[src/rtl/cache_fill_ctrl_if.sv]
// Memory-side request/response bus of the cache line-fill controller.
// master = fill controller, slave = memory.
interface cache_fill_ctrl_if #(
    parameter int ADDR_W = 16
);
    logic              mem_req;
    logic [ADDR_W-1:0] memory_address;
    logic              mem_gnt;
    logic              memory_data_valid;

    modport master (
        output mem_req,
        output memory_address,
        input  mem_gnt,
        input  memory_data_valid
    );

    modport slave (
        input  mem_req,
        input  memory_address,
        output mem_gnt,
        output memory_data_valid
    );
endinterface

[src/rtl/cache_fill_ctrl.sv]
// Cache line-fill controller: on a miss, requests every word of the line
// (optionally critical-word-first), writes the in-order responses, then pulses tag_wen.
module cache_fill_ctrl #(
    parameter  int ADDR_W     = 16,
    parameter  int WORDS      = 8,
    parameter  int WORD_BYTES = 2,
    parameter  int CWF        = 0,
    localparam int OFF_W      = $clog2(WORDS)
) (
    input  logic              clk,
    input  logic              rst_n,
    input  logic              miss_detected,
    input  logic [ADDR_W-1:0] miss_address,
    cache_fill_ctrl_if.master mem,
    output logic              fsm_busy,
    output logic              data_wen,
    output logic [OFF_W-1:0]  data_word_idx,
    output logic              tag_wen
);
    localparam int             BYTE_W     = $clog2(WORD_BYTES);
    localparam int             BASE_W     = ADDR_W - OFF_W - BYTE_W;
    localparam logic [OFF_W:0] LINE_WORDS = (OFF_W+1)'(WORDS);
    localparam logic [OFF_W:0] CNT_ONE    = (OFF_W+1)'(1);

    typedef enum logic [1:0] {
        IDLE,
        FILL,
        DONE
    } state_e;

    state_e            state_q;
    logic [OFF_W:0]    req_cnt_q;
    logic [OFF_W:0]    rsp_cnt_q;
    logic [BASE_W-1:0] line_base_q;
    logic [OFF_W-1:0]  start_q;

    logic              req_fire;
    logic              rsp_acc;
    logic [OFF_W-1:0]  req_idx;
    logic [OFF_W-1:0]  rsp_idx;

    // Word indices wrap naturally in OFF_W bits, giving the modulo-WORDS order.
    always_comb begin
        fsm_busy           = (state_q != IDLE);
        tag_wen            = (state_q == DONE);
        mem.mem_req        = (state_q == FILL) && (req_cnt_q < LINE_WORDS);
        req_fire           = mem.mem_req && mem.mem_gnt;
        rsp_acc            = mem.memory_data_valid && (state_q == FILL) && (rsp_cnt_q < req_cnt_q);
        req_idx            = start_q + req_cnt_q[OFF_W-1:0];
        rsp_idx            = start_q + rsp_cnt_q[OFF_W-1:0];
        mem.memory_address = mem.mem_req ? (ADDR_W'({line_base_q, req_idx}) << BYTE_W) : '0;
        data_wen           = rsp_acc;
        data_word_idx      = rsp_acc ? rsp_idx : '0;
    end

    // rst_n is active-high despite its name.
    always_ff @(posedge clk) begin
        if (rst_n) begin
            state_q     <= IDLE;
            req_cnt_q   <= '0;
            rsp_cnt_q   <= '0;
            line_base_q <= '0;
            start_q     <= '0;
        end else begin
            case (state_q)
                IDLE: begin
                    if (miss_detected) begin
                        state_q     <= FILL;
                        line_base_q <= miss_address[ADDR_W-1:OFF_W+BYTE_W];
                        start_q     <= (CWF != 0) ? miss_address[OFF_W+BYTE_W-1:BYTE_W] : '0;
                    end
                end
                FILL: begin
                    if (req_fire) begin
                        req_cnt_q <= req_cnt_q + CNT_ONE;
                    end
                    if (rsp_acc) begin
                        rsp_cnt_q <= rsp_cnt_q + CNT_ONE;
                        if (rsp_cnt_q == LINE_WORDS - CNT_ONE) begin
                            state_q <= DONE;
                        end
                    end
                end
                DONE: begin
                    state_q   <= IDLE;
                    req_cnt_q <= '0;
                    rsp_cnt_q <= '0;
                end
                default: begin
                    state_q <= IDLE;
                end
            endcase
        end
    end
endmodule

[src/flat_wrapper.sv]
// flat-port wrapper written by rule: the top's interface ports become plain ports
module cache_fill_ctrl_flat 
#(
    parameter  int ADDR_W     = 16,
    parameter  int WORDS      = 8,
    parameter  int WORD_BYTES = 2,
    parameter  int CWF        = 0,
    localparam int OFF_W      = $clog2(WORDS)
)
  (clk, rst_n, miss_detected, miss_address, fsm_busy, data_wen, data_word_idx, tag_wen, mem_mem_req, mem_memory_address, mem_mem_gnt, mem_memory_data_valid);
  cache_fill_ctrl_if #(.ADDR_W(ADDR_W)) mem_i ();
  input  logic clk;
  input  logic rst_n;
  input  logic miss_detected;
  input  logic [ADDR_W-1:0] miss_address;
  output logic fsm_busy;
  output logic data_wen;
  output logic [OFF_W-1:0] data_word_idx;
  output logic tag_wen;
  output wire logic [$bits(mem_i.mem_req)-1:0] mem_mem_req;
  output wire logic [$bits(mem_i.memory_address)-1:0] mem_memory_address;
  input wire logic [$bits(mem_i.mem_gnt)-1:0] mem_mem_gnt;
  input wire logic [$bits(mem_i.memory_data_valid)-1:0] mem_memory_data_valid;
  assign mem_mem_req = mem_i.mem_req;
  assign mem_memory_address = mem_i.memory_address;
  assign mem_i.mem_gnt = mem_mem_gnt;
  assign mem_i.memory_data_valid = mem_memory_data_valid;
  cache_fill_ctrl #(.ADDR_W(ADDR_W), .WORDS(WORDS), .WORD_BYTES(WORD_BYTES), .CWF(CWF)) u_core (.clk(clk), .rst_n(rst_n), .miss_detected(miss_detected), .miss_address(miss_address), .mem(mem_i), .fsm_busy(fsm_busy), .data_wen(data_wen), .data_word_idx(data_word_idx), .tag_wen(tag_wen));
endmodule
[config.mk]
export PLATFORM = sky130hd
export DESIGN_NAME = cache_fill_ctrl_flat
export DESIGN_NICKNAME = d
export VERILOG_FILES = /design/src/rtl/cache_fill_ctrl_if.sv /design/src/rtl/cache_fill_ctrl.sv /design/src/flat_wrapper.sv
export SDC_FILE = /design/constraint.sdc
export NUM_CORES = 1
export LEC_CHECK = 0
export ABC_CLOCK_PERIOD_IN_PS = 6100
export CAP_MARGIN = 10
export CORE_MARGIN = 2
export CORE_UTILIZATION = 40
export DETAILED_ROUTE_END_ITERATION = 6
export PLACE_DENSITY = 0.84
export SETUP_SLACK_MARGIN = 0.1
export SLEW_MARGIN = 20
export SYNTH_ARGS = -nofsm -noshare
export SYNTH_HDL_FRONTEND = slang
export SYNTH_SLANG_ARGS = --single-unit
[constraint.sdc]
create_clock -name clk -period 6.1 [get_ports clk]
set_clock_uncertainty 0.2 [all_clocks]
set_input_delay 0.915 -clock clk [delete_from_list [all_inputs] [get_ports clk]]
set_output_delay 0.915 -clock clk [all_outputs]
set_load 0.05 [all_outputs]
==> summary.txt, run 1 <==
outcome -> complete, no violations
yosys warns -> 0
clock-pin slew on the worst setup and hold paths -> 130 ps
Hold Violations, Final -> 0
sequential fraction of the synthesis area -> 0.400
worst setup path class -> input pin to output port
Post-CTS Setup Bufs -> 0
Avg Cell Area, Syn -> 7.75 µm²
first-pass GRT wire length -> 4330 µm
area grow syn2layout -> 40.0%
R2R depth -> 6
fin util -> 0.574
largest net degree at the start of global routing -> 20
crit path max fanout -> 8
clk_lat worst skew -> 310 ps
die width -> 56.5 µm
drt first pass iters -> 4
drt total wl -> 2480 µm
initial core utilization -> 0.410
most common cell after layout, fill and taps aside -> clkdlybuf4s50_1
Hold Buf Count CTS -> 0
Reg2Reg Setup Slack -> 3650 ps
unique cell type count in the Yosys netlist -> 30
Worst R2R End -> u_core.rsp_cnt_q[3]
Worst Tran Pin Value -> 871 ps
max cap viols -> 0
commonest cells after routing, fill and taps aside -> clkdlybuf4s50_1 (38), nand2_1 (29), dfxtp_1 (22)
post-cts resize count -> 0
CTS Buf Count -> 3
Final Cycle Share -> 0.718
die area -> 3190 µm²
WHS Path Cells -> 2
Synth Net Count -> 168
final setup TNS -> 0 ps
DRC viols -> 0
fillcell total -> 247
drt initial violations -> 15
CTS Buffer Depth -> 2
fmax -> 0.228 GHz
slew margin rel. -> 0.417
Mapped Cells -> 142
Lkg Pwr -> 0.587 nW
final net count -> 204
Cell Area, Synth -> 1100 µm²
gr usage total -> 0.171
initial antenna violation count -> 0
Die H -> 56.5 µm
detail-routed via count per cell -> 5.07
element type at the critical path end -> output port
PortBufs -> 38
H-tree depth -> 1
FF+latch count, synth -> 22
power per cell area -> 208 nW/µm²
hold_sp -> u_core.line_base_q[7]
IO Count -> 44
Worst Hold Endpoint -> u_core.line_base_q[7]
unrepaired setup endpoints after global routing -> false
start of the worst register-to-register path -> u_core.req_cnt_q[3]
HP Class -> flip-flop to flip-flop
setup-violating endpoint count in the final report -> 0
root buffer cell -> clkbuf_4
ANT cells -> 0
# rows -> 19
Sink Count -> 22
Max Slew Vio Count -> 0
Core ar. -> 2690 µm²
DRT antenna net count -> 0
Required @ worst endpoint -> 4980 ps
HPWL after DPL -> 1790 µm
grt ovf -> 0
Startpoint Class -> input pin
share of post-route cells with drive strength above 1 -> 0.0452
signal arrival time at the worst endpoint -> 3270 ps
CTS tree -> done
vias in the first global route -> 1023
Tmin final -> 4380 ps
drt wl/cell -> 11.9 µm
total vias in the final route -> 1055
gpl congestion -> 0.807
maximum vdd drop -> 0.139 mV
per-layer routing:
metal | up-vias | track usage | share of wire
li1 | 543 | - | -
met1 | 469 | 0.205 | 0.42
met2 | 37 | 0.286 | 0.49
met3 | 6 | 0.0230 | 0.055
met4 | 0 | 0.109 | 0.027
met5 | - | 0 | 0
where the power goes:
part / switching, W / internal, W
sequential: 0.00000399 / 0.000149
combinational: 0.0000323 / 0.0000222
clock: 0.0000460 / 0.0000664
cells by family after synthesis:
group	share of synthesized area
and+or+nand+nor	0.351
xor gates and xnor gates	0.0159
buffers and inverters	0.0455
DFF	0.400
adders and majority gates	0.0568
other	0.00341
AOI/OAI and AO/OA	0.127
synthesized netlist by cell type:
cell type | instances | area [µm²]
a21oi_1 | 17 | 85.1
a31oi_1 | 2 | 12.5
and2_1 | 20 | 125
and2b_2 | 1 | 8.76
and3_1 | 1 | 6.26
and4_1 | 1 | 8.76
buf_2 | 1 | 5.00
buf_4 | 1 | 7.51
clkbuf_1 | 5 | 18.8
conb_1 | 1 | 3.75
dfxtp_1 | 22 | 440
ha_1 | 5 | 62.6
inv_1 | 5 | 18.8
nand2_1 | 29 | 109
nand2_2 | 1 | 6.26
nand3_1 | 3 | 15.0
nand3b_1 | 1 | 7.51
nor2_1 | 7 | 26.3
nor2b_1 | 1 | 6.26
nor3b_1 | 1 | 7.51
nor3b_2 | 1 | 12.5
nor4_1 | 2 | 12.5
o211ai_1 | 1 | 7.51
o21ai_0 | 4 | 20.0
o31ai_1 | 2 | 15.0
or2_2 | 1 | 6.26
or3_1 | 1 | 6.26
or4_1 | 3 | 22.5
xnor2_1 | 1 | 8.76
xor2_1 | 1 | 8.76
registers in the layout, indices dropped and copies added (netlist names):
register and cells:
u_core.state_q 2, u_core.rsp_cnt_q 4, u_core.req_cnt_q 4, u_core.line_base_q 12
worst max path at each step:
stage                  endpoint  depth (start not counted)  slack (ps)                   from
6_report       data_word_idx[1]                          6        1720  mem_memory_data_valid
5_1_grt        data_word_idx[0]                          6        1620  mem_memory_data_valid
4_1_cts        data_word_idx[1]                          6        1710  mem_memory_data_valid
3_5_place_dp   data_word_idx[1]                          6        1720  mem_memory_data_valid
3_3_place_gp   data_word_idx[1]                          6        1790  mem_memory_data_valid
2_1_floorplan  data_word_idx[0]                          5        2220  mem_memory_data_valid
area by class of cell:
class                           count  area [µm²]  share of cell area
Inverter                            5        18.8              0.0122
Tap cell                           31        38.8              0.0252
Multi-Input combinational cell    108         611               0.396
Sequential cell                    22         440               0.286
Timing Repair Buffer               38         380               0.247
Clock buffer                        3        22.5              0.0146
Clock inverter                      1        30.0              0.0195
critical path, cell delays in order:
cell	delay, ps
clkdlybuf4s50_1	470
nand2_2	60
or4_1	550
nor2_1	300
and2_1	170
clkdlybuf4s50_1	790
through the flow:
step                      hold slack, ps  total power [W]  cells  worst slack (ps)  area, µm²
after floorplan                      226         0.000189    142              2220       1100
after global placement               237         0.000209    204              1790       1490
after detailed placement             243         0.000211    204              1720       1490
after CTS                            261         0.000324    208              1710       1540
after global routing                 288         0.000333    208              1620       1540
final                                260         0.000320    208              1720       1540
No activity file was read; power rests on OpenSTA's default activity.
==> inputs of run 2 (changes only) <==
--- a/config.mk
+++ b/config.mk
@@ -5,7 +5,7 @@
 export SDC_FILE = /design/constraint.sdc
 export NUM_CORES = 1
 export LEC_CHECK = 0
-export ABC_CLOCK_PERIOD_IN_PS = 6100
+export ABC_CLOCK_PERIOD_IN_PS = 4300
 export CAP_MARGIN = 10
 export CORE_MARGIN = 2
 export CORE_UTILIZATION = 40
==> constraint.sdc (replaced) <==
create_clock -name clk -period 4.3 [get_ports clk]
set_clock_uncertainty 0.2 [all_clocks]
set_input_delay 0.645 -clock clk [delete_from_list [all_inputs] [get_ports clk]]
set_output_delay 0.645 -clock clk [all_outputs]
set_load 0.05 [all_outputs]
==> run 2 against run 1 <==
Effect of this change:
- die area unchanged
- sequential share of layout area unchanged
- via count decreased by 0.57%
- cell area unchanged
- critical path type is now flip-flop to output port
- largest cell class unchanged
==> summary.txt, run 2 (same netlist as run 1, synthesis figures left out) <==
outcome -> complete, no violations (unchanged)
Final Cycle Share -> 0.914
worst setup path class -> flip-flop to output port (was input pin to output port)
Max Slew Vio Count -> 0 (unchanged)
HPWL after DPL -> 1890 µm (was 1790 µm)
fin util -> 0.574 (unchanged)
maximum vdd drop -> 0.185 mV (was 0.139 mV)
PortBufs -> 38 (unchanged)
max reg flops -> 12 (unchanged)
most common cell after layout, fill and taps aside -> clkdlybuf4s50_1 (unchanged)
pre-CTS setup slack -> 478 ps (was 1720 ps)
Critical Path Source -> u_core.req_cnt_q[3] (was mem_memory_data_valid)
IO Count -> 44 (unchanged)
final setup TNS -> 0 ps (unchanged)
element type at the critical path end -> output port (unchanged)
Hold Buf Count CTS -> 0 (unchanged)
power per cell area -> 295 nW/µm² (was 208 nW/µm²)
first-pass GRT wire length -> 4170 µm (was 4330 µm)
drt wl/cell -> 12.3 µm (was 11.9 µm)
Core ar. -> 2690 µm² (unchanged)
Tmin final -> 3930 ps
DRT antenna net count -> 0 (unchanged)
H-tree depth -> 1 (unchanged)
Post-CTS Setup Bufs -> 0 (unchanged)
Hold Violations, Final -> 0 (unchanged)
final net count -> 204 (unchanged)
CP Buf/Inv Count -> 2 (unchanged)
die width -> 56.5 µm (unchanged)
crit path max fanout -> 8 (unchanged)
Lkg Pwr -> 0.587 nW (unchanged)
WHS Path Cells -> 2 (unchanged)
Sw Ratio -> 0.258 (was 0.257)
drt initial violations -> 11 (was 15)
Startpoint Class -> flip-flop (was input pin)
Most flops, register -> u_core.line_base_q (unchanged)
fillcell total -> 248 (was 247)
Required @ worst endpoint -> 3450 ps (was 4980 ps)
drt first pass iters -> 4 (unchanged)
die area -> 3190 µm² (unchanged)
delay-heaviest family, CP -> simple AND/OR/NAND/NOR gates (was buffers and inverters)
Max stage delay on crit path -> 800 ps (was 790 ps)
DRC viols -> 0 (unchanged)
post-cts resize count -> 0 (unchanged)
slew margin rel. -> 0.404 (was 0.417)
Reg2Reg Setup Slack -> 1830 ps (was 3650 ps)
clock share of power -> 0.352 (was 0.351)
Die H -> 56.5 µm (unchanged)
Worst R2R End -> u_core.rsp_cnt_q[3] (unchanged)
CP endpoint -> data_word_idx[1] (unchanged)
commonest cells after routing, fill and taps aside -> clkdlybuf4s50_1 (38), nand2_1 (29), dfxtp_1 (22) (unchanged)
root buffer cell -> clkbuf_4 (unchanged)
# rows -> 19 (unchanged)
setup-violating endpoint count in the final report -> 0 (unchanged)
signal arrival time at the worst endpoint -> 3080 ps (was 3270 ps)
fin worst setup slack -> 371 ps (was 1720 ps)
Sink Count -> 22 (unchanged)
clock-pin slew on the worst setup and hold paths -> 130 ps (about the same)
start of the worst register-to-register path -> u_core.req_cnt_q[3] (unchanged)
unrepaired setup endpoints after global routing -> false (unchanged)
area grow syn2layout -> 40.0% (unchanged)
total vias in the final route -> 1049 (was 1055)
Pint -> 0.000338 W (was 0.000238 W)
slowest stage cell, crit path -> clkdlybuf4s50_1 (unchanged)
vias in the first global route -> 982 (was 1023)
CTS Buf Count -> 3 (unchanged)
worst-path cell chain -> inv_1 > ha_1 > and2_1 > or4_1 > nor2_1 > and2_1 > clkdlybuf4s50_1 (was clkdlybuf4s50_1 > nand2_2 > or4_1 > nor2_1 > and2_1 > clkdlybuf4s50_1)
share of post-route cells with drive strength above 1 -> 0.0452 (unchanged)
power share of the sequential group -> 0.478 (was 0.479)
largest net degree at the start of global routing -> 20 (unchanged)
gr usage total -> 0.163 (was 0.171)
HP Class -> flip-flop to flip-flop (unchanged)
Most common cell on crit path -> and2_1 (was clkdlybuf4s50_1)
switching power -> 0.000117 W (was 0.0000822 W)
ANT cells -> 0 (unchanged)
initial antenna violation count -> 0 (unchanged)
gpl congestion -> 0.804 (was 0.807)
CTS tree -> done (unchanged)
R2R depth -> 6 (unchanged)
drt total wl -> 2560 µm (was 2480 µm)
initial core utilization -> 0.410 (unchanged)
clk_lat worst skew -> 320 ps (was 310 ps)
max cap viols -> 0 (unchanged)
detail-routed via count per cell -> 5.04 (was 5.07)
largest registers -> u_core.line_base_q (12), u_core.req_cnt_q (4), u_core.rsp_cnt_q (4) (unchanged)
Comb pwr share -> 0.170 (about the same)
Levels on crit path -> 7 (was 6)
Worst Tran Pin Value -> 889 ps (was 871 ps)
CTS Buffer Depth -> 2 (unchanged)
fmax -> 0.255 GHz
grt ovf -> 0 (unchanged)
-- run 2: cell counts in the layout (fill, tap and decap cells not counted) --
No cell type changed its count.
-- run 2: cell type report --
cell class | instances | area, µm² | area share
clock buffers | 3 | 22.5 | 0.0146
clock inverters | 1 | 30.0 | 0.0195
inverters | 5 | 18.8 | 0.0122
multi-input cells | 108 | 611 | 0.396
flip-flops and latches | 22 | 440 | 0.286
well taps | 31 | 38.8 | 0.0252
repair buffers | 38 | 380 | 0.247
-- run 2: layer usage --
layer | wire [µm] | vias up | track usage
met5 | 0 | - | 0
met4 | 55 | 0 | 0.0884
met3 | 96 | 5 | 0.0253
met2 | 1290 | 23 | 0.286
met1 | 1130 | 477 | 0.189
li1 | - | 544 | -
-- run 2: worst min-delay path by stage --
stage,start,end,slack [ps]
global route,u_core.line_base_q[2],u_core.line_base_q[2],280
detailed placement,u_core.line_base_q[2],u_core.line_base_q[2],240
floorplan,u_core.line_base_q[5],u_core.line_base_q[5],230
CTS,u_core.line_base_q[2],u_core.line_base_q[2],260
finish,u_core.line_base_q[2],u_core.line_base_q[2],260
global placement,u_core.line_base_q[5],u_core.line_base_q[5],240
-- run 2: metrics by stage --
step	hold WS, ps	instance area (µm²)	instances	power, W
after floorplan	226	1100	142	0.000269
after global placement	237	1490	204	0.000297
after detailed placement	244	1490	204	0.000300
after CTS	262	1540	208	0.000460
after global routing	277	1540	208	0.000472
final	260	1540	208	0.000455
-- run 2: power by group through the flow --
stage          Clock [W]  Sequential [W]  Combinational (W)
6_report        0.000160        0.000218          0.0000773
5_1_grt         0.000169        0.000219          0.0000838
4_1_cts         0.000164        0.000218          0.0000780
3_5_place_dp           0        0.000222          0.0000777
3_3_place_gp           0        0.000222          0.0000753
2_1_floorplan          0        0.000221          0.0000480
-- run 2: worst register-to-register path: cells and delay by family, from the launching register on --
kind,cells,cell delay (ps)
flip-flops,1,410
buffers and inverters,1,60
adder cells (fa/ha/maj),1,280
AND/OR/NAND/NOR,3,1290
AO/OA/AOI/OAI,1,170
==> inputs of run 3 (changes only) <==
--- a/config.mk
+++ b/config.mk
@@ -9,6 +9,7 @@
 export CAP_MARGIN = 10
 export CORE_MARGIN = 2
 export CORE_UTILIZATION = 40
+export CTS_BUF_LIST = sky130_fd_sc_hd__clkbuf_2 sky130_fd_sc_hd__clkbuf_4 sky130_fd_sc_hd__clkbuf_8
 export DETAILED_ROUTE_END_ITERATION = 6
 export PLACE_DENSITY = 0.84
 export SETUP_SLACK_MARGIN = 0.1
==> results of run 3 <==
No change in the layout: final DEF, timing and power equal those of run 2.
